[src/rtl/mips_pkg.sv]
// Shared MIPS core definitions: ALU opcodes, forward selects,
// default datapath and register-address widths.
package mips_pkg;

  localparam int D_WIDTH = 32;
  localparam int D_RA_W  = 5;

  typedef enum logic [2:0] {
    ALU_AND = 3'b000,
    ALU_OR  = 3'b001,
    ALU_ADD = 3'b010,
    ALU_SUB = 3'b100,
    ALU_MUL = 3'b101,
    ALU_SLT = 3'b110
  } alu_op_e;

  typedef enum logic [1:0] {
    FWD_NONE = 2'b00,
    FWD_WB   = 2'b01,
    FWD_MEM  = 2'b10
  } fwd_e;

endpackage

[src/rtl/fwd_sel.sv]
// Forward select for one ALU operand.
// in: src, wreg_m/w, we_m/w; out: sel (MEM beats WB, r0 never).
module fwd_sel
  import mips_pkg::*;
#(
  parameter int RA_W = D_RA_W
) (
  input  logic [RA_W-1:0] src,
  input  logic [RA_W-1:0] wreg_m,
  input  logic [RA_W-1:0] wreg_w,
  input  logic            we_m,
  input  logic            we_w,
  output fwd_e            sel
);

  logic hit_m;
  logic hit_w;

  assign hit_m = we_m && (src != '0)
              && (src == wreg_m);
  // masked by hit_m so the cases stay exclusive
  assign hit_w = we_w && (src != '0)
              && (src == wreg_w) && !hit_m;

  always_comb begin
    sel = FWD_NONE;
    unique case (1'b1)
      hit_m:   sel = FWD_MEM;
      hit_w:   sel = FWD_WB;
      default: sel = FWD_NONE;
    endcase
  end

endmodule

[src/rtl/id_ex_stage.sv]
// ID/EX register + ALU operand select; stall/flush, optional
// forwarding from M/W under ID_EX_FORWARDING_EN. Ports: D-stage
// operands/control in, M/W results in, ALU operands/control out.
module id_ex_stage
  import mips_pkg::*;
#(
  parameter int WIDTH = D_WIDTH,
  parameter int RA_W  = D_RA_W
) (
  input  logic             clk,
  input  logic             rst_n,
  input  logic             StallE,
  input  logic             FlushE,
  input  logic [WIDTH-1:0] RD1D,
  input  logic [WIDTH-1:0] RD2D,
  input  logic [WIDTH-1:0] SignImmD,
  input  logic [RA_W-1:0]  RsD,
  input  logic [RA_W-1:0]  RtD,
  input  logic [RA_W-1:0]  RdD,
  input  logic [2:0]       ALUControlD,
  input  logic             ALUSrcD,
  input  logic             RegDstD,
  input  logic             RegWriteD,
  input  logic             MemtoRegD,
  input  logic             MemWriteD,
  input  logic [WIDTH-1:0] ALUOutM,
  input  logic [WIDTH-1:0] ResultW,
  input  logic [RA_W-1:0]  WriteRegM,
  input  logic [RA_W-1:0]  WriteRegW,
  input  logic             RegWriteM,
  input  logic             RegWriteW,
  output logic [WIDTH-1:0] SrcAE,
  output logic [WIDTH-1:0] SrcBE,
  output logic [2:0]       ALUControlE,
  output logic [WIDTH-1:0] WriteDataE,
  output logic [RA_W-1:0]  WriteRegE,
  output logic             RegWriteE,
  output logic             MemtoRegE,
  output logic             MemWriteE,
  output logic [RA_W-1:0]  RsE,
  output logic [RA_W-1:0]  RtE
);

  typedef struct packed {
    logic [WIDTH-1:0] rd1;
    logic [WIDTH-1:0] rd2;
    logic [WIDTH-1:0] imm;
    logic [RA_W-1:0]  rs;
    logic [RA_W-1:0]  rt;
    logic [RA_W-1:0]  rd;
    logic [2:0]       alu_ctl;
    logic             alu_src;
    logic             reg_dst;
    logic             reg_write;
    logic             mem_to_reg;
    logic             mem_write;
  } id_ex_t;

  id_ex_t d;
  id_ex_t q;

  assign d = '{
    rd1:        RD1D,
    rd2:        RD2D,
    imm:        SignImmD,
    rs:         RsD,
    rt:         RtD,
    rd:         RdD,
    alu_ctl:    ALUControlD,
    alu_src:    ALUSrcD,
    reg_dst:    RegDstD,
    reg_write:  RegWriteD,
    mem_to_reg: MemtoRegD,
    mem_write:  MemWriteD
  };

  // all-zero record is the bubble
  always_ff @(posedge clk or negedge rst_n) begin
    if (!rst_n) begin
      q <= '0;
    end else if (FlushE) begin
      q <= '0;
    end else if (!StallE) begin
      q <= d;
    end
  end

`ifdef ID_EX_FORWARDING_EN
  fwd_e fa;
  fwd_e fb;

  fwd_sel #(.RA_W(RA_W)) u_fwd_a (
    .src    (q.rs),
    .wreg_m (WriteRegM),
    .wreg_w (WriteRegW),
    .we_m   (RegWriteM),
    .we_w   (RegWriteW),
    .sel    (fa)
  );

  fwd_sel #(.RA_W(RA_W)) u_fwd_b (
    .src    (q.rt),
    .wreg_m (WriteRegM),
    .wreg_w (WriteRegW),
    .we_m   (RegWriteM),
    .we_w   (RegWriteW),
    .sel    (fb)
  );

  always_comb begin
    SrcAE = q.rd1;
    unique case (fa)
      FWD_MEM: SrcAE = ALUOutM;
      FWD_WB:  SrcAE = ResultW;
      default: SrcAE = q.rd1;
    endcase
  end

  always_comb begin
    WriteDataE = q.rd2;
    unique case (fb)
      FWD_MEM: WriteDataE = ALUOutM;
      FWD_WB:  WriteDataE = ResultW;
      default: WriteDataE = q.rd2;
    endcase
  end
`else
  // hazard unit stalls instead; M/W ports kept for a fixed pinout
  logic unused_fwd;

  assign unused_fwd = ^{ALUOutM, ResultW,
                        WriteRegM, WriteRegW,
                        RegWriteM, RegWriteW};

  assign SrcAE      = q.rd1;
  assign WriteDataE = q.rd2;
`endif

  assign SrcBE       = q.alu_src ? q.imm : WriteDataE;
  assign ALUControlE = q.alu_ctl;
  assign WriteRegE   = q.reg_dst ? q.rd : q.rt;
  assign RegWriteE   = q.reg_write;
  assign MemtoRegE   = q.mem_to_reg;
  assign MemWriteE   = q.mem_write;
  assign RsE         = q.rs;
  assign RtE         = q.rt;

endmodule

[config.mk]
export PLATFORM = sky130hd
export DESIGN_NAME = id_ex_stage
export DESIGN_NICKNAME = d
export VERILOG_FILES = /design/src/rtl/mips_pkg.sv /design/src/rtl/fwd_sel.sv /design/src/rtl/id_ex_stage.sv
export SDC_FILE = /design/constraint.sdc
export NUM_CORES = 1
export LEC_CHECK = 0
export BUFFER_PORTS_ARGS = -buffer_cell sky130_fd_sc_hd__buf_2
export CAP_MARGIN = 20
export CORE_AREA = 2 2 124 126
export CTS_CLUSTER_DIAMETER = 120
export DETAILED_ROUTE_END_ITERATION = 10
export DIE_AREA = 0 0 126 128
export GPL_TIMING_DRIVEN = 0
export HOLD_SLACK_MARGIN = 0.03
export PLACE_DENSITY = 0.8
export SYNTH_ARGS = -nofsm -noshare
export SYNTH_HDL_FRONTEND = slang
export SYNTH_SLANG_ARGS = --single-unit
[constraint.sdc]
create_clock -name clk -period 2.83 [get_ports clk]
set_clock_uncertainty 0.1 [all_clocks]
set_input_delay 0.283 -clock clk [delete_from_list [all_inputs] [get_ports clk]]
set_output_delay 0.283 -clock clk [all_outputs]
set_load 0.03 [all_outputs]
; Word-level counts from Yosys, hierarchy flattened
; Cells that the tools add are included.
[totals]
input_bits = 199
mem_bits_rw = 0
reg_bits = 119
latch_bits = 0
elab_cells = 17
out_inout_bits = 117
rom_bits = 0
n_memories = 0
[op_classes]
mul = 0
add_sub_neg = 0
shift = 0
n_eq_ne = 1
div = 0
muxes = 4
bitwise_logic = 0
n_lt_le_gt_ge = 0
n_reduce_logical = 0
[ops]
columns = cell, count
row1 = two-way mux 119 bit, 2
row2 = two-way mux 32 bit, 1
row3 = two-way mux 5 bit, 1
row4 = "inequality test 2 x 1 -> 1 bit, second input constant", 1

; Depth between registers and ports, before layout
; Gate-level depths: netlist (run 1).
[logic_depth]
ltp_word = 2
depth_mapped = 4
ltp_nobuf = 2

; Worst setup path before layout (run 1)
; Ideal clock, no wire load.
[synth_timing]
path_type = register to output
start = register q[4] (netlist name)
end = output port SrcBE[0]
setup_slack_ns = 1.417
required_time_ns = 2.447
t_arrival_ns = 1.030
path_buffers = 2
stages_incl_launch_ff = 4
path_cell_list = dfrtp_1 -> buf_2 -> buf_4 -> mux2_2
[synth_between]
elab_chain_cells = 1
[synth_lines]
columns = element, line
row1 = from (decl), id_ex_stage.sv:60  ; id_ex_t q;
row2 = from (signal assigned), id_ex_stage.sv:80  ; q <= '0;
row3 = from (signal assigned), id_ex_stage.sv:82  ; q <= '0;
row4 = from (signal assigned), id_ex_stage.sv:84  ; q <= d;
row5 = two-way mux 32 bit, id_ex_stage.sv:139  ; assign SrcBE = q.alu_src ? q.imm : WriteDataE;
row6 = to (decl), id_ex_stage.sv:33  ; output logic [WIDTH-1:0] SrcBE,
; Every way passes these cells.

; Worst setup path in the final report (run 1)
[layout_timing]
start = register q[4] (netlist name)
end = output port SrcBE[6]
; The elaborated chain is that of the path after synthesis.

==> results of run 1 <==
-- power by group --
part	switching, W	total (W)	leakage [nW]	internal [W]
logic	0.000523	0.000995	3.19	0.000472
clock network	0.000741	0.00214	0.284	0.00140
registers	0.0000637	0.00186	1.58	0.00180
-- layer usage --
layer | vias to the layer above | part of all wire | global-route usage
met3 | 27 | 0.052 | 0.0509
met1 | 2320 | 0.40 | 0.241
met5 | - | 0 | 0
li1 | 2303 | - | -
met4 | 0 | 0.018 | 0.0808
met2 | 165 | 0.53 | 0.379
-- state kept, by name, indices dropped and copies added, names as in the netlist --
name and count:
RsE 5, WriteDataE 32, SrcAE 32, RtE 5, MemWriteE 1, RegWriteE 1, ALUControlE 3, MemtoRegE 1
q 39
-- logic make-up after synthesis --
| kind of cell | synth area share |
|---|---|
| AND/OR/NAND/NOR | 0.0750 |
| flip-flops | 0.500 |
| multiplexers | 0.270 |
| buffers and inverters | 0.155 |
-- path summary, 6_finish.rpt --
kind	startpoint	to	slack (ns)
max	q[4]	SrcBE[6]	0.76
min	RtD[1]	RtE[1]	0.04
min reg2reg	q[8]	q[8]	0.42
max in group asynchronous	rst_n	q[44]	1.62
max reg2reg	q[4]	q[4]	1.67
min in group asynchronous	rst_n	ALUControlE[2]	0.27
-- cell usage after synthesis (all sizes together) --
| cell type | number | area, um^2 |
|---|---|---|
| buf | 105 | 912 |
| nor2 | 119 | 447 |
| clkbuf | 3 | 11.3 |
| dfrtp | 119 | 2980 |
| mux2 | 37 | 417 |
| mux2i | 119 | 1190 |
-- per-stage QoR --
step | TNS, ns | utilization
global placement | -20.68 | 0.496
detailed placement | 0 | 0.499
finish | 0 | 0.606
floorplan | 0 | -
global route | 0 | 0.606
CTS | 0 | 0.606
-- worst reg2reg max path: cells and delay by family, from the launching register on --
| kind | cells | cell delay (ns) |
|---|---|---|
| buffers and inverters | 2 | 0.37 |
| DFF | 1 | 0.35 |
| muxes | 1 | 0.15 |
| and+or+nand+nor | 1 | 0.05 |
-- placed cells by master (no fill, tap or decap) --
cell type	instances
buf_12	12
clkbuf_1	7
dlygate4sd3_1	101
buf_4	80
clkinv_4	1
buf_2	248
clkbuf_8	1
clkbuf_16	17
mux2_2	37
nor2_1	119
mux2i_1	119
clkinv_2	4
buf_6	2
clkinvlp_4	1
bufinv_16	3
buf_16	1
dfrtp_1	119
-- layout make-up --
cell class              instances  area (um^2)
clock inverters                 9          126
plain buffers                 108          923
multi-input cells             275         2050
repair buffers                339         2230
fillers                      1204         5860
flip-flops and latches        119         2980
clock buffers                  22          454
well taps                     188          235
-- timing repair --
item                      4_1_cts  5_1_grt
resized for setup               0        0
buffers inserted                0        0
hold buffers                  101        0
hold endpoints to repair      145        0
==> results.yml, run 1 <==
sta:
  rsz_0062_raised_after_global_routing: "false"
  period_share: 0.731
  finalSetupViolations: 0
  fin_worst_setup_slack_ns: 0.762
  achievable-frequency_mhz: 484
  finalHoldWorstSlack_ns: 0.0379
  final_max_tran_viols: 0
  finalWorstPathRequiredPeriod_ns: 2.07
  timing.max_slew.rel_slack: 0.553
  worst-slew-pin-transition_ns: 0.671
  finalHoldViolations: 0
critical_path:
  worstRegToRegCells: 4
  timing.critical_path.cells: "buf_2 -> buf_4 -> mux2_2 -> buf_2"
  critPathTopFamily: "buffers and inverters"
  crit_path_end_kind: "primary output"
  critPathMostFrequentCell: "buf_2"
  cp.depth: 4
  critical_path_buf_inv_count: 3
  timing.critical_path.fanout_max: 10
  timing.critical_path.slowest_cell_delay_ns: 0.36
  required_ns: 2.45
  cp_launch_type: "flip-flop"
  path_class: "flip-flop to primary output"
  cp.arrival_ns: 1.69
  critical-path-slowest-cell: "mux2_2"
layout:
  antenna-diode-count: 0
  design_area_mm2: 0.00900
  finalNetCount: 1059
  proportion_of_layout_cells_with_a_drive_suffix_above_1: 0.467
  stdcell_count: 1060
  flow.area_growth_from_synthesis_pct: 51.2
yosys:
  syn_nets: 701
  yosysWarnings: 0
  yosys.cell_types.count: 9
  sequential_element_share_of_the_synthesized_area: 0.500
  synth_seq_cells: 119
  syn_inst: 502
  avgSynthCellArea_um2: 11.9
  mappedNetlistArea_mm2: 0.00596
cts:
  clk_pin_slew_ns: 0.05
  clock_sink_count: 119
  clk_latency_ns: 0.40
  cts_root_buffer: "clkbuf_16"
  cts-buffers-inserted: 17
  cts_tree: "built"
  h-tree-depth: 4
  cts_buffer_depth: 2
power_and_ir_drop:
  power.density_cell_area_mw_per_mm2: 555
  largest_voltage_drop_on_the_vdd_net_mv: 0.344
  design_power_total_w: 0.00500
  power.static_leakage_nw: 5.05
floorplan:
  floorplan.die.width_um: 126
  initial_core_util: 0.401
  row_count: 45
  placeable_core_region_mm2: 0.0149
  ios: 316
  design.die.area_mm2: 0.0161
  die_height_um: 128
min_path:
  min_delay_path_depth: 3
  hold_path.class: "input pin to flip-flop"
route:
  drt-wirelength-per-cell_um: 15.7
  drc: 0
  via_total_after_detailed_routing: 4815
  finalWirelength_um: 16600
  drt_pass1_iterations: 5
  post_drt_via_cell_ratio: 4.54
  drt_first_iter_violations: 118
  antenna_violating_nets_post_route: 0
place:
  place_congestion: 0.808
  detailedPlacementHpwl_um: 10600
  numPortBuffers: 237
  post-place-ws_ns: 1.15
  placedInstanceArea_mm2: 0.00741
  placed_cells_incl_taps: 928
grt:
  initial_antenna_violation_count: 0
  via_count_of_the_first_global_routing_pass: 5244
  grt_util_all_layers: 0.210
  grt_overflow: 0
  wire_length_of_the_first_global_routing_pass_um: 26600
  grt_start_max_net_pins: 75
status:
  outcome: "finished, final reports clean"
run:
  drv_cap: 0
(Power assumes the default switching activity.)
==> inputs of run 2 (changes only) <==
Clock period 2.83 ns to 2.1 ns, I/O delays scaled along.
==> results.yml, run 2 (synthesis gave the netlist of run 1 again) <==
critical_path:
  r2r_path_start: "q[4]"
  cp_launch_type: "flip-flop"
  critical_path_buf_inv_count: 3
  critPathTopFamily: "buffers and inverters"
  path_class: "flip-flop to primary output"
  timing.critical_path.cells: "buf_2 -> buf_4 -> mux2_2 -> buf_2"
  crit_path_end_kind: "primary output"
  timing.critical_path.slowest_cell_delay_ns: 0.36
  critical-path-slowest-cell: "mux2_2"
  critPathMostFrequentCell: "buf_2"
  cp.arrival_ns: 1.71
  required_ns: 1.79
  critPathLaunch: "q[4]"
  timing.critical_path.fanout_max: 10
  register_to_register_setup_slack_ns: 0.93
sta:
  period_share: 0.961
  finalSetupViolations: 0
  worst-slew-pin-transition_ns: 0.660
  final_max_tran_viols: 0
  finalHoldViolations: 0
  setup-tns-final_ns: 0
  finalWorstPathRequiredPeriod_ns: 2.02
  fin_worst_setup_slack_ns: 0.0824
  timing.max_slew.rel_slack: 0.560
  achievable-frequency_mhz: 496
cts:
  clk_pin_slew_ns: 0.05
  cts_root_buffer: "clkbuf_16"
  clk_latency_ns: 0.40
  cts_tree: "built"
  h-tree-depth: 4
  clock_sink_count: 119
  cts_buffer_depth: 2
  cts-buffers-inserted: 17
route:
  drt-wirelength-per-cell_um: 16.0
  via_total_after_detailed_routing: 4995
  drc: 0
  post_drt_via_cell_ratio: 4.63
  drt_pass1_iterations: 4
  drt_first_iter_violations: 142
  antenna_violating_nets_post_route: 0
  finalWirelength_um: 17300
grt:
  grt_start_max_net_pins: 75
  initial_antenna_violation_count: 1
  grt_overflow: 0
  grt_util_all_layers: 0.220
  via_count_of_the_first_global_routing_pass: 5503
  wire_length_of_the_first_global_routing_pass_um: 27700
layout:
  n_fill_cell: 1185
  proportion_of_layout_cells_with_a_drive_suffix_above_1: 0.457
  largest_register_ff_count: 39
  layout.cells.most_common_list: "buf_2, dlygate4sd3_1, dfrtp_1, mux2i_1, nor2_1"
  max_flop_register: "q"
  finalNetCount: 1078
  flow.area_growth_from_synthesis_pct: 54.5
  most_common_cell_after_layout_fill_and_taps_aside: "buf_2"
  postLayoutCoreUtil: 0.619
floorplan:
  design.die.area_mm2: 0.0161
  die_height_um: 128
  initial_core_util: 0.401
  placeable_core_region_mm2: 0.0149
  floorplan.die.width_um: 126
  row_count: 45
  ios: 316
place:
  numPortBuffers: 237
  post-place-ws_ns: 0.490
  detailedPlacementHpwl_um: 10600
  place_congestion: 0.808
power_and_ir_drop:
  power.static_leakage_nw: 5.13
  largest_voltage_drop_on_the_vdd_net_mv: 0.463
  power.density_cell_area_mw_per_mm2: 737
min_path:
  hold_path_startpoint: "StallE"
  hold_path.class: "input pin to flip-flop"
run:
  drv_cap: 0
status:
  outcome: "finished, final reports clean"
-- run 2: cell count changes in the layout (fill, tap and decap cells not counted) --
cell	before	now
buf_4	80	79
buf_6	2	3
diode_2	0	1
dlygate4sd3_1	101	120
-- run 2: where the power goes --
part	internal, W	switching (W)	total (W)
registers	0.00242	0.0000874	0.00251
clock network	0.00188	0.00100	0.00289
logic	0.000660	0.000716	0.00138
total	0.00497	0.00181	0.00678
-- run 2: layer usage --
metal | wire (um) | global-route usage | vias up
met4 | 512 | 0.0963 | 0
met5 | 0 | 0 | -
met1 | 6710 | 0.244 | 2432
met3 | 906 | 0.0555 | 38
met2 | 9150 | 0.399 | 185
li1 | - | - | 2340
-- run 2: layout make-up --
type / count / area [um^2] / share of cell area
multi-input combinational: 275 / 2050 / 0.223
buffer: 108 / 927 / 0.101
clock inverter: 9 / 126 / 0.0137
timing repair buffer: 358 / 2420 / 0.263
sequential: 119 / 2980 / 0.324
tap: 188 / 235 / 0.0256
clock buffer: 22 / 454 / 0.0494
antenna: 1 / 2.50 / 0.000272
-- run 2: final timing paths --
kind / end / cells after the start
worst max-delay path: SrcBE[6] / 4
worst min-delay path: RegWriteE / 3
worst max register to register: q[4] / 4
worst min register to register: q[29] / 2
max in group asynchronous: q[44] / 3
min in group asynchronous: ALUControlE[2] / 2
-- run 2: timing repair --
action | in CTS | in global routing
hold buffers | 120 | 0
endpoints found under the hold margin | 164 | 0
setup endpoints to repair | 0 | 1
setup buffers | 0 | 0
gates resized for setup | 0 | 1
-- run 2: worst reg2reg max path, stage by stage (launching register included) --
cell and delay (ns):
dfrtp_1 0.35, buf_2 0.18, buf_4 0.21, mux2i_1 0.15, nor2_1 0.05
-- run 2: through the flow --
stage / instance area [um^2] / power [W] / hold WS (ns) / instances
5_1_grt: 9200 / 0.00706 / 0.102 / 1080
3_3_place_gp: 7380 / 0.00370 / 0.347 / 927
6_report: 9200 / 0.00678 / 0.0857 / 1080
4_1_cts: 9190 / 0.00681 / 0.0653 / 1079
2_1_floorplan: 5960 / 0.00333 / -0.186 / 502
3_5_place_dp: 7410 / 0.00373 / 0.0692 / 928
==> inputs of run 3 (changes only) <==
Settings changed: ABC_AREA from default to 1, BUFFER_PORTS_ARGS -buffer_cell sky130_fd_sc_hd__buf_2 to default, CORE_AREA 2 2 124 126 to 2 2 123 125, DIE_AREA 0 0 126 128 to 0 0 125 127, DONT_BUFFER_PORTS from default to 1, PLACE_DENSITY 0.8 to 0.61.
==> results.yml, run 3 <==
status:
  outcome: "finished with violations"
  failing_checks: "hold timing, setup timing"
critical_path:
  cp_launch_type: "flip-flop"
  cp.arrival_ns: 1.84
  crit_path_end_kind: "primary output"
  path_class: "flip-flop to primary output"
  required_ns: 1.79
  timing.critical_path.fanout_max: 10
floorplan:
  initial_core_util: 0.404
  die_height_um: 127
  ios: 316
  row_count: 44
  floorplan.die.width_um: 125
  design.die.area_mm2: 0.0159
  placeable_core_region_mm2: 0.0144
sta:
  period_share: 1.02
  achievable-frequency_mhz: 465
  rsz_0062_raised_after_global_routing: "true"
  timing.max_slew.rel_slack: 0.293
  setup-tns-final_ns: -0.211
  finalWorstPathRequiredPeriod_ns: 2.15
  final_max_tran_viols: 0
  finalHoldViolations: 119
  finalHoldWorstSlack_ns: -0.609
  fin_worst_setup_slack_ns: -0.0488
  finalSetupViolations: 7
  worst-slew-pin-transition_ns: 1.05
grt:
  wire_length_of_the_first_global_routing_pass_um: 28300
  grt_util_all_layers: 0.225
  grt_overflow: 0
  grt_start_max_net_pins: 120
  via_count_of_the_first_global_routing_pass: 5403
  initial_antenna_violation_count: 0
cts:
  cts_setup_buffers: 0
  cts_root_buffer: "clkbuf_16"
  h-tree-depth: 4
  holdBufCountCts: 139
  clk_latency_ns: 0.41
  cts_buffer_depth: 2
  clock_sink_count: 119
  clk_pin_slew_ns: 0.05
  cts-buffers-inserted: 17
  cts_tree: "built"
yosys:
  synth_most_common_cell: "nand2_1"
  avgSynthCellArea_um2: 8.17
  synth_async_sr_flop_share: 1.00
  mappedNetlistArea_mm2: 0.00583
  syn_nets: 912
  sequential_element_share_of_the_synthesized_area: 0.511
  yosysWarnings: 0
  post_synth_most_frequent_cells: "nand2_1, dfrtp_1, nand3_1"
  synth_largest_type_area_fraction: 0.511
  syn_inst: 713
  synth_seq_cells: 119
  synth_enable_flop_cells: 0
  netlist_top_cells_area: "dfrtp_1, nand2_1, buf_4"
  synth.largest_area_cell: "dfrtp_1"
  most_used_flip_flop_cell_after_synthesis: "dfrtp_1"
  yosys.cell_types.count: 12
layout:
  max_flop_register: "q"
  most_common_cell_after_layout_fill_and_taps_aside: "nand2_1"
  stdcell_count: 1068
  layout.cells.most_common_list: "nand2_1, dlygate4sd3_1, dfrtp_1, nand3_1, buf_4"
  antenna-diode-count: 0
  postLayoutCoreUtil: 0.567
  finalNetCount: 1070
  proportion_of_layout_cells_with_a_drive_suffix_above_1: 0.191
  largest_register_ff_count: 39
  flow.area_growth_from_synthesis_pct: 40.3
min_path:
  hold_path.class: "input pin to asynchronous set/reset pin"
route:
  antenna_violating_nets_post_route: 0
  drt-wirelength-per-cell_um: 16.5
  drt_pass1_iterations: 5
  finalWirelength_um: 17600
  drt_first_iter_violations: 282
  via_total_after_detailed_routing: 5214
  post_drt_via_cell_ratio: 4.88
  drc: 0
power_and_ir_drop:
  power.static_leakage_nw: 4.29
  largest_voltage_drop_on_the_vdd_net_mv: 0.507
  power.density_cell_area_mw_per_mm2: 837
place:
  numPortBuffers: 0
  place_congestion: 0.847
  placed_cells_incl_taps: 897
  detailedPlacementHpwl_um: 11600
run:
  drv_cap: 0
-- run 3: cell types whose count changed after synthesis, sizes merged --
cell	change
inv	+38
nor2	-118
nand3	+119
clkbuf	+1
mux2	-37
mux2i	-119
nand2	+275
buf	+15
o21ai	+37
-- run 3: where the power goes --
| part | switching, W | internal (W) |
|---|---|---|
| logic | 0.000623 | 0.000406 |
| clock network | 0.00103 | 0.00226 |
| registers | 0.0000970 | 0.00242 |
-- run 3: area by class of cell --
type | instances | area, um^2
multi-input cells | 432 | 1880
clock buffers | 24 | 502
fillers | 1256 | 6250
inverters | 38 | 143
flip-flops and latches | 119 | 2980
repair buffers | 139 | 1390
plain buffers | 124 | 887
clock inverters | 8 | 165
well taps | 184 | 230
-- run 3: logic make-up (layout without fill, tap and decap cells) --
logic type | after synthesis | after routing | synth area share
flops | 119 | 119 | 0.511
buf+inv | 162 | 333 | 0.177
compound gates | 37 | 37 | 0.0318
simple gates | 395 | 395 | 0.280
-- run 3: path summary, 6_finish.rpt --
kind | startpoint | end | slack [ns] | depth (start not counted)
setup / recovery | q[4] | SrcBE[7] | -0.05 | 2
max in group asynchronous | rst_n | SrcAE[10] | 2.34 | 0
min in group clk | FlushE | SrcAE[27] | 0.05 | 4
hold reg to reg | SrcAE[26] | SrcAE[26] | 0.41 | 2
setup reg to reg | q[4] | q[4] | 0.35 | 5
hold / removal | rst_n | WriteDataE[24] | -0.61 | 0
-- run 3: layer usage --
| metal | global-route usage | up-vias | part of all wire |
|---|---|---|---|
| li1 | - | 2483 | - |
| met1 | 0.281 | 2482 | 0.43 |
| met2 | 0.375 | 217 | 0.48 |
| met3 | 0.0632 | 32 | 0.070 |
| met4 | 0.0850 | 0 | 0.020 |
| met5 | 0 | - | 0 |
-- run 3: stage by stage --
stage / hold slack (ns) / power [W] / instance area [um^2] / setup WS [ns]
after global placement: -0.183 / 0.00334 / 6060 / 0.162
after floorplan: -0.186 / 0.00321 / 5830 / 0.430
final: -0.609 / 0.00684 / 8180 / -0.0488
after detailed placement: -0.183 / 0.00335 / 6060 / 0.185
after global routing: -0.635 / 0.00709 / 8180 / -0.126
after CTS: -0.629 / 0.00687 / 8130 / -0.250
-- run 3: worst max-delay path, stage by stage (launching register included) --
cell and delay (ns):
dfrtp_1 0.33, clkbuf_1 0.63, o21ai_1 0.46
-- run 3: what timing repair did --
| item | in CTS | in global routing |
|---|---|---|
| resized for setup | 31 | 19 |
| hold endpoints to repair | 238 | 119 |
| setup endpoints to repair | 36 | 28 |
| pin swaps | 0 | 0 |
